$ cat config.mk
export PLATFORM = sky130hd
export DESIGN_NAME = dpram_pkt_writer_flat
export DESIGN_NICKNAME = d
export VERILOG_FILES = /design/src/rtl/dpram_pkt_writer_if.sv /design/src/rtl/dpram_pkt_writer.sv /design/src/flat_wrapper.sv
export SDC_FILE = /design/constraint.sdc
export NUM_CORES = 1
export LEC_CHECK = 0
export ABC_AREA = 1
export BUFFER_PORTS_ARGS = -buffer_cell sky130_fd_sc_hd__buf_4
export CAP_MARGIN = 20
export CORE_MARGIN = 1.5
export CORE_UTILIZATION = 30
export DETAILED_ROUTE_END_ITERATION = 8
export GPL_TIMING_DRIVEN = 0
export PLACE_DENSITY = 0.57
export SLEW_MARGIN = 20
export SYNTH_ARGS = -nofsm -noshare
export SYNTH_HDL_FRONTEND = slang
export SYNTH_SLANG_ARGS = --single-unit
$ cat constraint.sdc
create_clock -name wr_clk -period 9.15 [get_ports wr_clk]
set_input_delay 1.3725 -clock wr_clk [delete_from_list [all_inputs] [get_ports wr_clk]]
set_output_delay 1.3725 -clock wr_clk [all_outputs]
set_load 0.01 [all_outputs]
$ cat src/rtl/dpram_pkt_writer_if.sv
// Packet-writer bus: source stream in, RAM write port out.
// master = source/RAM side, slave = the writer block.
interface dpram_pkt_writer_if #(
   parameter int ADDR_WIDTH = 9,
   parameter int DATA_WIDTH = 16
);
   logic                  in_valid;
   logic [DATA_WIDTH-1:0] in_data;
   logic                  in_last;
   logic                  in_ready;
   logic                  we;
   logic [ADDR_WIDTH-1:0] waddr;
   logic [DATA_WIDTH-1:0] din;

   modport master (
      output in_valid, in_data, in_last,
      input  in_ready, we, waddr, din
   );

   modport slave (
      input  in_valid, in_data, in_last,
      output in_ready, we, waddr, din
   );
endinterface

$ cat src/rtl/dpram_pkt_writer.sv
// Packet writer into a dual-port RAM; packets become visible to the
// read domain (wr_ptr_gray) only once completely written.
// Ports: wr_clk, rst_n (async, active-low); bus (stream in + RAM write);
// rd_ptr_gray in; wr_ptr_gray, full, drop_cnt, pkt_cnt out.
module dpram_pkt_writer #(
   parameter int ADDR_WIDTH = 9,
   parameter int DATA_WIDTH = 16,
   parameter int MAX_PKT    = 64
) (
   input  logic                wr_clk,
   input  logic                rst_n,
   dpram_pkt_writer_if.slave   bus,
   input  logic [ADDR_WIDTH:0] rd_ptr_gray,
   output logic [ADDR_WIDTH:0] wr_ptr_gray,
   output logic                full,
   output logic [15:0]         drop_cnt,
   output logic [15:0]         pkt_cnt
);
   localparam int PW = ADDR_WIDTH + 1;
   localparam int LW = $clog2(MAX_PKT + 1);

   typedef enum logic [1:0] {IDLE, WRITE, COMMIT, DROP} state_e;

   function automatic logic [PW-1:0] g2b(input logic [PW-1:0] g);
      logic [PW-1:0] b;
      b[PW-1] = g[PW-1];
      for (int i = PW - 2; i >= 0; i--) b[i] = b[i+1] ^ g[i];
      return b;
   endfunction

   state_e                state_q, state_d;
   logic [PW-1:0]         sync1_q, sync2_q, rd_bin, used;
   logic [PW-1:0]         cmt_q, cmt_d, wrk_q, wrk_d, wpg_q, wpg_d;
   logic [LW-1:0]         len_q, len_d;
   logic                  we_q, we_d;
   logic [ADDR_WIDTH-1:0] waddr_q, waddr_d;
   logic [DATA_WIDTH-1:0] din_q, din_d;
   logic [15:0]           drop_q, drop_d, pkt_q, pkt_d;
   logic                  ready, wr;

   assign rd_bin = g2b(sync2_q);
   assign used   = wrk_q - rd_bin;
   assign full   = (used == {1'b1, {ADDR_WIDTH{1'b0}}});

   always_comb begin
      state_d = state_q;
      cmt_d   = cmt_q;
      wrk_d   = wrk_q;
      wpg_d   = wpg_q;
      len_d   = len_q;
      we_d    = 1'b0;
      waddr_d = waddr_q;
      din_d   = din_q;
      drop_d  = drop_q;
      pkt_d   = pkt_q;
      ready   = 1'b0;
      wr      = 1'b0;
      unique case (state_q)
         IDLE: begin
            ready = ~full;
            if (bus.in_valid && ready) begin
               wr      = 1'b1;
               len_d   = LW'(1);
               state_d = bus.in_last ? COMMIT : WRITE;
            end
         end
         WRITE: begin
            ready = 1'b1;
            if (bus.in_valid) begin
               // No room or over-long: throw away what was written so far.
               if (full || len_q == LW'(MAX_PKT)) begin
                  wrk_d   = cmt_q;
                  drop_d  = (drop_q == 16'hFFFF) ? drop_q : drop_q + 16'd1;
                  state_d = bus.in_last ? IDLE : DROP;
               end else begin
                  wr      = 1'b1;
                  len_d   = len_q + LW'(1);
                  state_d = bus.in_last ? COMMIT : WRITE;
               end
            end
         end
         COMMIT: begin
            cmt_d   = wrk_q;
            wpg_d   = wrk_q ^ (wrk_q >> 1);
            pkt_d   = pkt_q + 16'd1;
            state_d = IDLE;
         end
         DROP: begin
            ready = 1'b1;
            if (bus.in_valid && bus.in_last) state_d = IDLE;
         end
         default: state_d = IDLE;
      endcase
      if (wr) begin
         we_d    = 1'b1;
         waddr_d = wrk_q[ADDR_WIDTH-1:0];
         din_d   = bus.in_data;
         wrk_d   = wrk_q + PW'(1);
      end
   end

   always_ff @(posedge wr_clk or negedge rst_n) begin
      if (!rst_n) begin
         state_q <= IDLE;
         sync1_q <= '0;
         sync2_q <= '0;
         cmt_q   <= '0;
         wrk_q   <= '0;
         wpg_q   <= '0;
         len_q   <= '0;
         we_q    <= 1'b0;
         waddr_q <= '0;
         din_q   <= '0;
         drop_q  <= '0;
         pkt_q   <= '0;
      end else begin
         state_q <= state_d;
         sync1_q <= rd_ptr_gray;
         sync2_q <= sync1_q;
         cmt_q   <= cmt_d;
         wrk_q   <= wrk_d;
         wpg_q   <= wpg_d;
         len_q   <= len_d;
         we_q    <= we_d;
         waddr_q <= waddr_d;
         din_q   <= din_d;
         drop_q  <= drop_d;
         pkt_q   <= pkt_d;
      end
   end

   assign bus.in_ready = ready;
   assign bus.we       = we_q;
   assign bus.waddr    = waddr_q;
   assign bus.din      = din_q;
   assign wr_ptr_gray  = wpg_q;
   assign drop_cnt     = drop_q;
   assign pkt_cnt      = pkt_q;
endmodule

$ cat src/flat_wrapper.sv
// flat-port wrapper written by rule: the top's interface ports become plain ports
module dpram_pkt_writer_flat 
#(
   parameter int ADDR_WIDTH = 9,
   parameter int DATA_WIDTH = 16,
   parameter int MAX_PKT    = 64
)
  (wr_clk, rst_n, rd_ptr_gray, wr_ptr_gray, full, drop_cnt, pkt_cnt, bus_in_valid, bus_in_data, bus_in_last, bus_in_ready, bus_we, bus_waddr, bus_din);
  dpram_pkt_writer_if #(.ADDR_WIDTH(ADDR_WIDTH), .DATA_WIDTH(DATA_WIDTH)) bus_i ();
  input  logic wr_clk;
  input  logic rst_n;
  input  logic [ADDR_WIDTH:0] rd_ptr_gray;
  output logic [ADDR_WIDTH:0] wr_ptr_gray;
  output logic full;
  output logic [15:0] drop_cnt;
  output logic [15:0] pkt_cnt;
  input wire logic [$bits(bus_i.in_valid)-1:0] bus_in_valid;
  input wire logic [$bits(bus_i.in_data)-1:0] bus_in_data;
  input wire logic [$bits(bus_i.in_last)-1:0] bus_in_last;
  output wire logic [$bits(bus_i.in_ready)-1:0] bus_in_ready;
  output wire logic [$bits(bus_i.we)-1:0] bus_we;
  output wire logic [$bits(bus_i.waddr)-1:0] bus_waddr;
  output wire logic [$bits(bus_i.din)-1:0] bus_din;
  assign bus_i.in_valid = bus_in_valid;
  assign bus_i.in_data = bus_in_data;
  assign bus_i.in_last = bus_in_last;
  assign bus_in_ready = bus_i.in_ready;
  assign bus_we = bus_i.we;
  assign bus_waddr = bus_i.waddr;
  assign bus_din = bus_i.din;
  dpram_pkt_writer #(.ADDR_WIDTH(ADDR_WIDTH), .DATA_WIDTH(DATA_WIDTH), .MAX_PKT(MAX_PKT)) u_core (.wr_clk(wr_clk), .rst_n(rst_n), .bus(bus_i), .rd_ptr_gray(rd_ptr_gray), .wr_ptr_gray(wr_ptr_gray), .full(full), .drop_cnt(drop_cnt), .pkt_cnt(pkt_cnt));
endmodule
== Word level (Yosys, flattened, before mapping) ==
Cells that the tools add are included.
Cells by class
  $add $sub $neg: 5
  eq/ne operators: 10
  mux-type cells: 21
  bitwise logic cells: 12
  reductions and logical operators: 13
Operator list (count)
  $mux W10: 4
  $add A16 B1 Y16 const B: 2
  $mux W7: 3
  $eq A16 B16 Y1 const B: 1
  $pmux W7 S2: 1
  $mux W2: 6
  $add A10 B1 Y10 const B: 1
  $eq A10 B10 Y1 const B: 1
  $sub A10 B10 Y10: 1
  $xor A10 B9 Y10: 1
  $xor A1 B1 Y1: 9
  $pmux W2 S4: 1
  $reduce_and A4 Y1: 2
  $reduce_bool A2 Y1: 4
  $add A7 B1 Y7 const B: 1
  $eq A7 B7 Y1 const B: 1
  $reduce_and A3 Y1: 2
  $eq A2 B2 Y1 const B: 2
  $mux W1: 4
  $ne A2 B1 Y1 const B: 2
  $ne A2 B2 Y1 const B: 2
  $pmux W1 S2: 2
  $eq A2 B1 Y1 const B: 1
  $logic_and A1 B1 Y1: 2
  other kinds (4): 5
Storage, ports and cells
  register bits: 117
  input port bits: 30
  output and inout bits: 70
  word-level logic and storage cells: 73

== Logic depth before layout (Yosys ltp) ==
Gate-level depths: netlist of the first run.
  depth after elaboration: 17
  depth in mapped cells: 34
  mapped depth without buffers: 33

== Worst setup path before layout of the first run ==
OpenSTA, ideal clock, no wires.
  path type: reg-to-output
  start point: register u_core.sync2_q[9]
  end point: output bus_in_ready
  arrival time: 2.835 ns
  required time: 7.777 ns
  setup slack: 4.942 ns
  cell stages (with the launch flop): 28
  path buffers: 0
  path through: dfrtp_1 -> inv_1 -> nand2_1 -> nand3_1 -> nand2_1 -> nand2_1 -> nand3_1 -> nand2_1 -> nand2_1 -> nand3_1 -> nand3_1 -> nand2_1 -> nand2_1 -> nand3_1 -> nand2_1 -> ha_1 -> inv_1 -> nand2_1 -> nand2_1 -> nand2_1 -> nand2_1 -> nand2_1 -> nand2_1 -> nand2_1 -> nand2_1 -> nand2_1 -> nor3_1 -> o21ai_0
Between the ends
  longest elaborated chain between the ends: 13
Ends and longest elaborated chain
  from (decl): line dpram_pkt_writer.sv:32  | logic [PW-1:0] sync1_q, sync2_q, rd_bin, used;
  from (signal assigned): line dpram_pkt_writer.sv:119  | sync2_q <= sync1_q;
  $xor A1 B1 Y1 (9 in a row): line dpram_pkt_writer.sv:27  | for (int i = PW - 2; i >= 0; i--) b[i] = b[i+1] ^ g[i];
  $sub A10 B10 Y10 (*): line dpram_pkt_writer.sv:42  | assign used = wrk_q - rd_bin;
  $eq A10 B10 Y1 (*): line dpram_pkt_writer.sv:43  | assign full = (used == {1'b1, {ADDR_WIDTH{1'b0}}});
  named net full: line flat_wrapper.sv:14  | output logic full;
  $not A1 Y1 (*): line dpram_pkt_writer.sv:60  | ready = ~full;
  $pmux W1 S2 (*): line dpram_pkt_writer.sv:58  | unique case (state_q)
  to (decl): line flat_wrapper.sv:20  | output wire logic [$bits(bus_i.in_ready)-1:0] bus_in_ready;
The timed path passes the listed nets; every way through them passes the cells marked *.

== Final worst setup path of the first run ==
  start point: register u_core.sync2_q[9]
  end point: output bus_in_ready
Between the ends
  longest elaborated chain between the ends: 13
Ends and longest elaborated chain (line)
  $xor A1 B1 Y1 (9 in a row): dpram_pkt_writer.sv:27
  $sub A10 B10 Y10 (*): dpram_pkt_writer.sv:42
  $eq A10 B10 Y1 (*): dpram_pkt_writer.sv:43
  $not A1 Y1 (*): dpram_pkt_writer.sv:60
  $pmux W1 S2 (*): dpram_pkt_writer.sv:58
Every way passes the cells marked *; elsewhere a longest branch is shown, timed or not.

==> summary.txt, run 1 <==
Placement
  – I/O Buffers: 99
  – Routability cong.: between 0.8 and 0.9
  – Post-placement cell area: around 7000 um^2
  – DP Cell Count: 1091
  – Post-DP HPWL: 10090 um

Synth
  – Mapped Area: 5957 um^2
  – Synth Area in XOR/XNOR: between 5 and 6%
  – Number of synthesized flops with an enable pin: 0
  – Ys Warns: 0
  – Primary FF master, synth: dfrtp_1
  – Mux cell area share after synthesis: 0%
  – Sequential area share after synthesis: a little under 50%
  – Post-synthesis async set-or-reset flop share: between 90% and 100%
  – Syn_nets: just under 800
  – Synthesis-stage register bit count: between 100 and 150
  – Largest family of logic cells by synthesized area: simple AND/OR/NAND/NOR gates
  – Synth Instances: 726
  – Adder-cell area share of the yosys netlist: under 10%
  – Simple-gate share of the synthesized area: 28.84%
  – Area fraction in compound gates after synthesis: ~4.6%
  – Post-Syn Area per Cell: 8.205 um^2
  – Post-synth cell types: 33

STA
  – FMAX: between 0.15 and 0.2 GHz
  – Worst Max-Slew Pin Slew: 0.7545 ns
  – Period utilization: between 50% and 60%
  – RSZ-0062 raised after global routing: no
  – Max Clock Skew: 0.01188 ns
  – Max Transition Viols Final: 0
  – WHS: 0.3461 ns
  – Fin crit period: ~5 ns
  – Setup_tns: 0 ns
  – Final setup vio count: 0
  – Fin. Hold Viols: 0
  – Slew headroom: between 40% and 50%

Worst setup path
  – Reg2Reg Depth: 30
  – Crit path DAT: 3.67 ns
  – Endpoint type of the worst setup path: output port
  – Setup CP Type: register to output port
  – Worst reg2reg path startpoint: u_core.sync2_q[9]
  – CP max FO: 4
  – CP peak stage delay: around 0.43 ns
  – CP Launch Type: register
  – RR Endpoint: u_core.drop_cnt[4]
  – CP max-delay cell: dfrtp_1
  – Worst Setup SP: u_core.sync2_q[9]
  – Cell mode on critical path: nand2_1
  – R2R Setup Slk: ~5.5 ns
  – Worst setup endpoint: bus_in_ready
  – CP required: 7.78 ns

CTS
  – Post-CTS Resized: 0
  – Clock slew at reported path FFs: about 0.050 ns
  – Post-CTS setup buffers: 0
  – Bufs on Longest Clock Path: 2
  – CTS tree: yes
  – # clock sinks: between 100 and 150
  – Root Driver: clkbuf_16
  – CTS Buf Count: 17
  – CTS H-tree depth: 4
  – Post-cts hold buffer count: 0
  – Worst skew pair latency: 0.42 ns

Cells and area
  – Layout area overhead: 28.65%
  – Post-layout util: between 30% and 40%
  – Layout cell share with drive strength beyond 1: between 20% and 30%
  – Post-route insts no fill: between 1000 and 1500
  – Ant. Diodes: 0
  – NumNets Final: between 800 and 900
  – Commonest non-fill, non-tap cell in the layout: nand2_1
  – Most frequent cells in the layout: nand2_1, dfrtp_1, buf_4
  – Post-route cell area: 7664 um^2

Floorplan
  – Ports: 100
  – Initial Utilization: a little over 30%
  – Total Die Area: about 21000 um^2
  – Die span in x: ~140 um
  – Core Rows: between 50 and 60
  – Core Area: between 15000 and 20000 um^2
  – Die Ht: 143.9 um

Global route
  – Gr usage total: 14.75%
  – Largest net degree at the start of global routing: 76
  – Met1 Resource Use GR: approximately 18%
  – M2 GR Usage: between 20% and 30%
  – Vias in the first global route: 4822
  – Gr ovfl total: 0
  – Met3 Resource Use GR: 4.865%
  – Initial antenna violation count: 0
  – Busiest grt layer: met2
  – First-pass GRT wire length: approximately 24000 um

Detailed routing
  – Starting DRC count in detailed routing: just under 200
  – WL per Instance: about 12 um
  – Vias per cell: about 4.4
  – DR pass1 iterations: 4
  – Post-route DRC: 0
  – DRT antenna net count: 0
  – Via count: roughly 4900
  – WL final: 13900 um

Power and ir drop
  – LEAKAGE: ~4.0 nW
  – Worst vdd ir: 143.2 uV
  – PD cells: approximately 240 nW/um^2

Worst hold path
  – Worst hold path depth: 0
  – HP Class: register to register

Flow run
  – Max-Cap Viols: 0

Status
  – Status: complete, no violations
power breakdown:
part           leakage, nW  total (mW)  internal [mW]  switching (mW)
Sequential            1.51       0.665          0.598          0.0667
Combinational         2.17       0.522          0.212           0.310
Clock                0.296       0.671          0.420           0.251
Total                 3.98        1.86           1.23           0.628
worst min-delay path by stage:
stage / from / endpoint / slack [ns]
floorplan: u_core.sync1_q[0] / u_core.sync2_q[0] / 0.33
global placement: u_core.sync1_q[7] / u_core.sync2_q[7] / 0.33
detailed placement: u_core.sync1_q[2] / u_core.sync2_q[2] / 0.33
CTS: u_core.sync1_q[2] / u_core.sync2_q[2] / 0.35
global route: u_core.sync1_q[2] / u_core.sync2_q[2] / 0.35
finish: u_core.sync1_q[1] / u_core.sync2_q[1] / 0.35
flip-flops by register name (all words and copies together) (netlist names):
signal              flops
u_core.sync1_q         10
u_core.bus.din         16
u_core.wrk_q           10
u_core.wr_ptr_gray      9
u_core.bus.waddr        9
u_core.drop_cnt        16
u_core.bus.we           1
u_core.state_q          2
u_core.pkt_cnt         16
u_core.len_q            7
u_core.sync2_q         10
u_core.cmt_q           10
synthesized netlist by cell type (7+ instances only):
library cell	instances	area share (%)
a21oi_1	7	0.59
xnor2_1	12	1.8
o21ai_0	24	2.0
nand3_1	48	4.0
ha_1	21	4.4
nand4_1	18	1.9
buf_2	7	0.59
nand2_2	12	1.3
o21ai_1	15	1.3
xor2_1	28	4.1
nand2_1	264	17
nor2_1	26	1.6
nor3_1	9	0.76
dfrtp_1	116	49
inv_1	78	4.9
worst max-delay path, delay by kind of cell (launching register included):
family                   cells  cell delay [ns]
AND/OR/NAND/NOR             23             2.19
flip-flops                   1             0.43
buffers and inverters        3             0.35
adder cells (fa/ha/maj)      1             0.18
AO/OA/AOI/OAI                1             0.12
layout make-up:
type | count | area, um^2
Buffer | 20 | 141.4
Clock buffer | 20 | 456.7
Clock inverter | 12 | 143.9
Fill cell | 1959 | 11800
Inverter | 82 | 307.8
Multi-Input combinational cell | 508 | 2605
Sequential cell | 116 | 2903
Tap cell | 265 | 331.6
Timing Repair Buffer | 100 | 774.5
cell families after synthesis:
| family | after synthesis |
|---|---|
| xor gates and xnor gates | 40 |
| DFF | 116 |
| adders and majority gates | 21 |
| and+or+nand+nor | 396 |
| buffers and inverters | 102 |
| AOI/OAI and AO/OA | 51 |
stage by stage:
step                total power [mW]  setup WS, ns
floorplan                     0.9866         4.942
global placement               1.192         4.552
detailed placement             1.200         4.498
CTS                            1.887         4.048
global route                   1.990         3.649
finish                         1.858         4.108
routing by layer:
metal	vias to the layer above	share of wire, %	wire length (um)
met5	-	0	0
met4	0	1.4	191
met3	17	6.0	841
met2	96	46	6392
met1	2267	47	6480
li1	2543	-	-
No activity file was read; power rests on OpenSTA's default activity.
==> inputs of run 2 (changes only) <==
clock period = 4.64 ns   (was 9.15 ns; I/O delays follow)
==> run 2 against run 1 <==
Against the previous run: combinational power is 97% higher; critical path depth is the same; non-clock buffer count up 1; flip-flop and latch count unchanged; sequential share of layout area decreased by 0.15 points; first-iteration DRC count rose by 0.51%; routed wire length increased by 0.49%; power increased by 97%; via count increased by 0.28%; die area did not move; global-route usage did not move; sequential power up 97%; critical endpoint unchanged; highest routed layer unchanged.
==> summary.txt, run 2 (synthesized netlist as in run 1, its figures left out) <==
Placement
  – DP Cell Count: 1091 (unchanged)
  – Routability cong.: 0.8439 (unchanged)
  – I/O Buffers: 99 (unchanged)
  – Post-placement cell area: 7063 um^2 (unchanged)
  – Post-DP HPWL: 10090 um (unchanged)

Detailed routing
  – WL per Instance: 12.43 um (was 12.38 um)
  – Vias per cell: 4.392 (was 4.384)
  – Starting DRC count in detailed routing: 198 (was 197)
  – DR pass1 iterations: 4 (unchanged)
  – Post-route DRC: 0 (unchanged)
  – WL final: 13970 um (was 13900 um)
  – DRT antenna net count: 0 (unchanged)
  – Via count: 4937 (was 4923)

Cells and area
  – Commonest non-fill, non-tap cell in the layout: nand2_1 (unchanged)
  – NumNets Final: 897 (was 896)
  – Post-route insts no fill: 1124 (was 1123)
  – Most frequent cells in the layout: nand2_1, dfrtp_1, buf_4 (unchanged)
  – Post-route cell area: 7694 um^2 (was 7664 um^2)
  – Ant. Diodes: 0 (unchanged)
  – Layout cell share with drive strength beyond 1: 21.07% (was 20.40%)
  – Layout area overhead: 29.15% (was 28.65%)
  – Fillers: 1959 (unchanged)

Global route
  – Largest net degree at the start of global routing: 76 (unchanged)
  – Gr usage total: 14.75% (unchanged)
  – First-pass GRT wire length: 23580 um (unchanged)
  – Gr ovfl total: 0 (unchanged)
  – Vias in the first global route: 4822 (unchanged)
  – Initial antenna violation count: 0 (unchanged)

Worst setup path
  – CP required: 3.94 ns (was 7.78 ns)
  – Crit path DAT: 3.54 ns (was 3.67 ns)
  – Endpoint type of the worst setup path: output port (unchanged)
  – CP top delay family: simple AND/OR/NAND/NOR gates (unchanged)
  – CP peak stage delay: 0.40 ns (was 0.43 ns)
  – CP Buf/Inv Count: 3 (unchanged)
  – Cell mode on critical path: nand2_1 (unchanged)
  – CP Launch Type: register (unchanged)
  – CP max-delay cell: dfrtp_1 (unchanged)
  – Setup CP Type: register to output port (unchanged)
  – CP max FO: 4 (unchanged)

STA
  – Final setup vio count: 0 (unchanged)
  – Slew headroom: 49.06% (was 49.52%)
  – Max Clock Skew: 0.01186 ns (was 0.01188 ns)
  – Period utilization: between 90% and 100%
  – Fin crit period: approximately 4.2 ns
  – Fin. Hold Viols: 0 (unchanged)
  – Max Transition Viols Final: 0 (unchanged)
  – Worst Max-Slew Pin Slew: 0.7613 ns (was 0.7545 ns)
  – WHS: 0.1897 ns (was 0.3461 ns)
  – FMAX: ~0.24 GHz
  – Setup_tns: 0 ns (unchanged)

Floorplan
  – Initial Utilization: 30.61% (unchanged)
  – Die Ht: 143.9 um (unchanged)
  – Total Die Area: 20710 um^2 (unchanged)
  – Core Area: 19460 um^2 (unchanged)
  – Core Rows: 51 (unchanged)
  – Die span in x: 143.9 um (unchanged)
  – Ports: 100 (unchanged)

CTS
  – Bufs on Longest Clock Path: 2 (unchanged)
  – # clock sinks: 116 (unchanged)
  – CTS H-tree depth: 4 (unchanged)
  – Post-cts hold buffer count: 0 (unchanged)
  – Root Driver: clkbuf_16 (unchanged)
  – CTS Buf Count: 17 (unchanged)
  – CTS tree: yes (unchanged)
  – Clock slew at reported path FFs: 0.05 ns (about the same)
  – Worst skew pair latency: 0.42 ns (about the same)

Power and ir drop
  – LEAKAGE: 3.994 nW (was 3.982 nW)
  – PD cells: 476.7 nW/um^2 (was 242.4 nW/um^2)
  – Worst vdd ir: 282.9 uV (was 143.2 uV)

Worst hold path
  – HP Class: input port to asynchronous set/reset pin (was register to register)

Status
  – Status: complete, no violations (unchanged)

Flow run
  – Max-Cap Viols: 0 (unchanged)
## run 2: cell types whose count changed in the layout (fill, tap and decap cells not counted), sizes merged
cell / before / now
buf: 116 / 117
## run 2: area by class of cell
cell class                      instances  area, um^2  share of cell area, %
Tap cell                              265       331.6                  4.310
Clock inverter                         12       143.9                  1.870
Multi-Input combinational cell        508        2628                  34.15
Clock buffer                           20       456.7                  5.936
Inverter                               82       307.8                  4.001
Sequential cell                       116        2903                  37.73
Buffer                                 20       141.4                  1.838
Timing Repair Buffer                  101       782.0                  10.16
## run 2: path summary, 6_finish.rpt
path	startpoint	endpoint	slack [ns]	cells past startpoint
setup reg to reg	u_core.sync2_q[9]	u_core.drop_cnt[4]	1.08	30
max in group asynchronous	rst_n	u_core.bus.waddr[7]	3.75	2
hold / removal	rst_n	u_core.sync2_q[6]	0.19	1
setup / recovery	u_core.sync2_q[9]	bus_in_ready	0.40	28
min in group wr_clk	u_core.sync1_q[1]	u_core.sync2_q[1]	0.35	0
hold reg to reg	u_core.sync1_q[1]	u_core.sync2_q[1]	0.35	0
## run 2: power breakdown
| group | switching [mW] | total (mW) | internal, mW |
|---|---|---|---|
| clock network | 0.496 | 1.32 | 0.828 |
| registers | 0.132 | 1.31 | 1.18 |
| logic | 0.613 | 1.03 | 0.419 |
| total | 1.24 | 3.67 | 2.43 |
## run 2: routing by layer
metal / global-route usage (%) / wire, um / vias to the layer above
met5: 0 / 0 / -
met4: 5.102 / 187 / 0
met3: 4.865 / 823 / 17
met2: 23.90 / 6434 / 92
met1: 18.34 / 6526 / 2283
li1: - / - / 2545
## run 2: repair_timing
| item | 4_1_cts | 5_1_grt |
|---|---|---|
| resized for setup | 0 | 5 |
| buffers inserted | 0 | 1 |
| endpoints found under the setup margin | 0 | 2 |
## run 2: metrics by stage
stage          setup slack (ns)  util (%)  total power, mW
2_1_floorplan             1.109         -            1.946
3_3_place_gp             0.7183     36.13            2.350
3_5_place_dp             0.6640     36.29            2.366
4_1_cts                  0.2146     39.38            3.722
5_1_grt                -0.02344     39.53            3.928
6_report                 0.4025     39.53            3.667
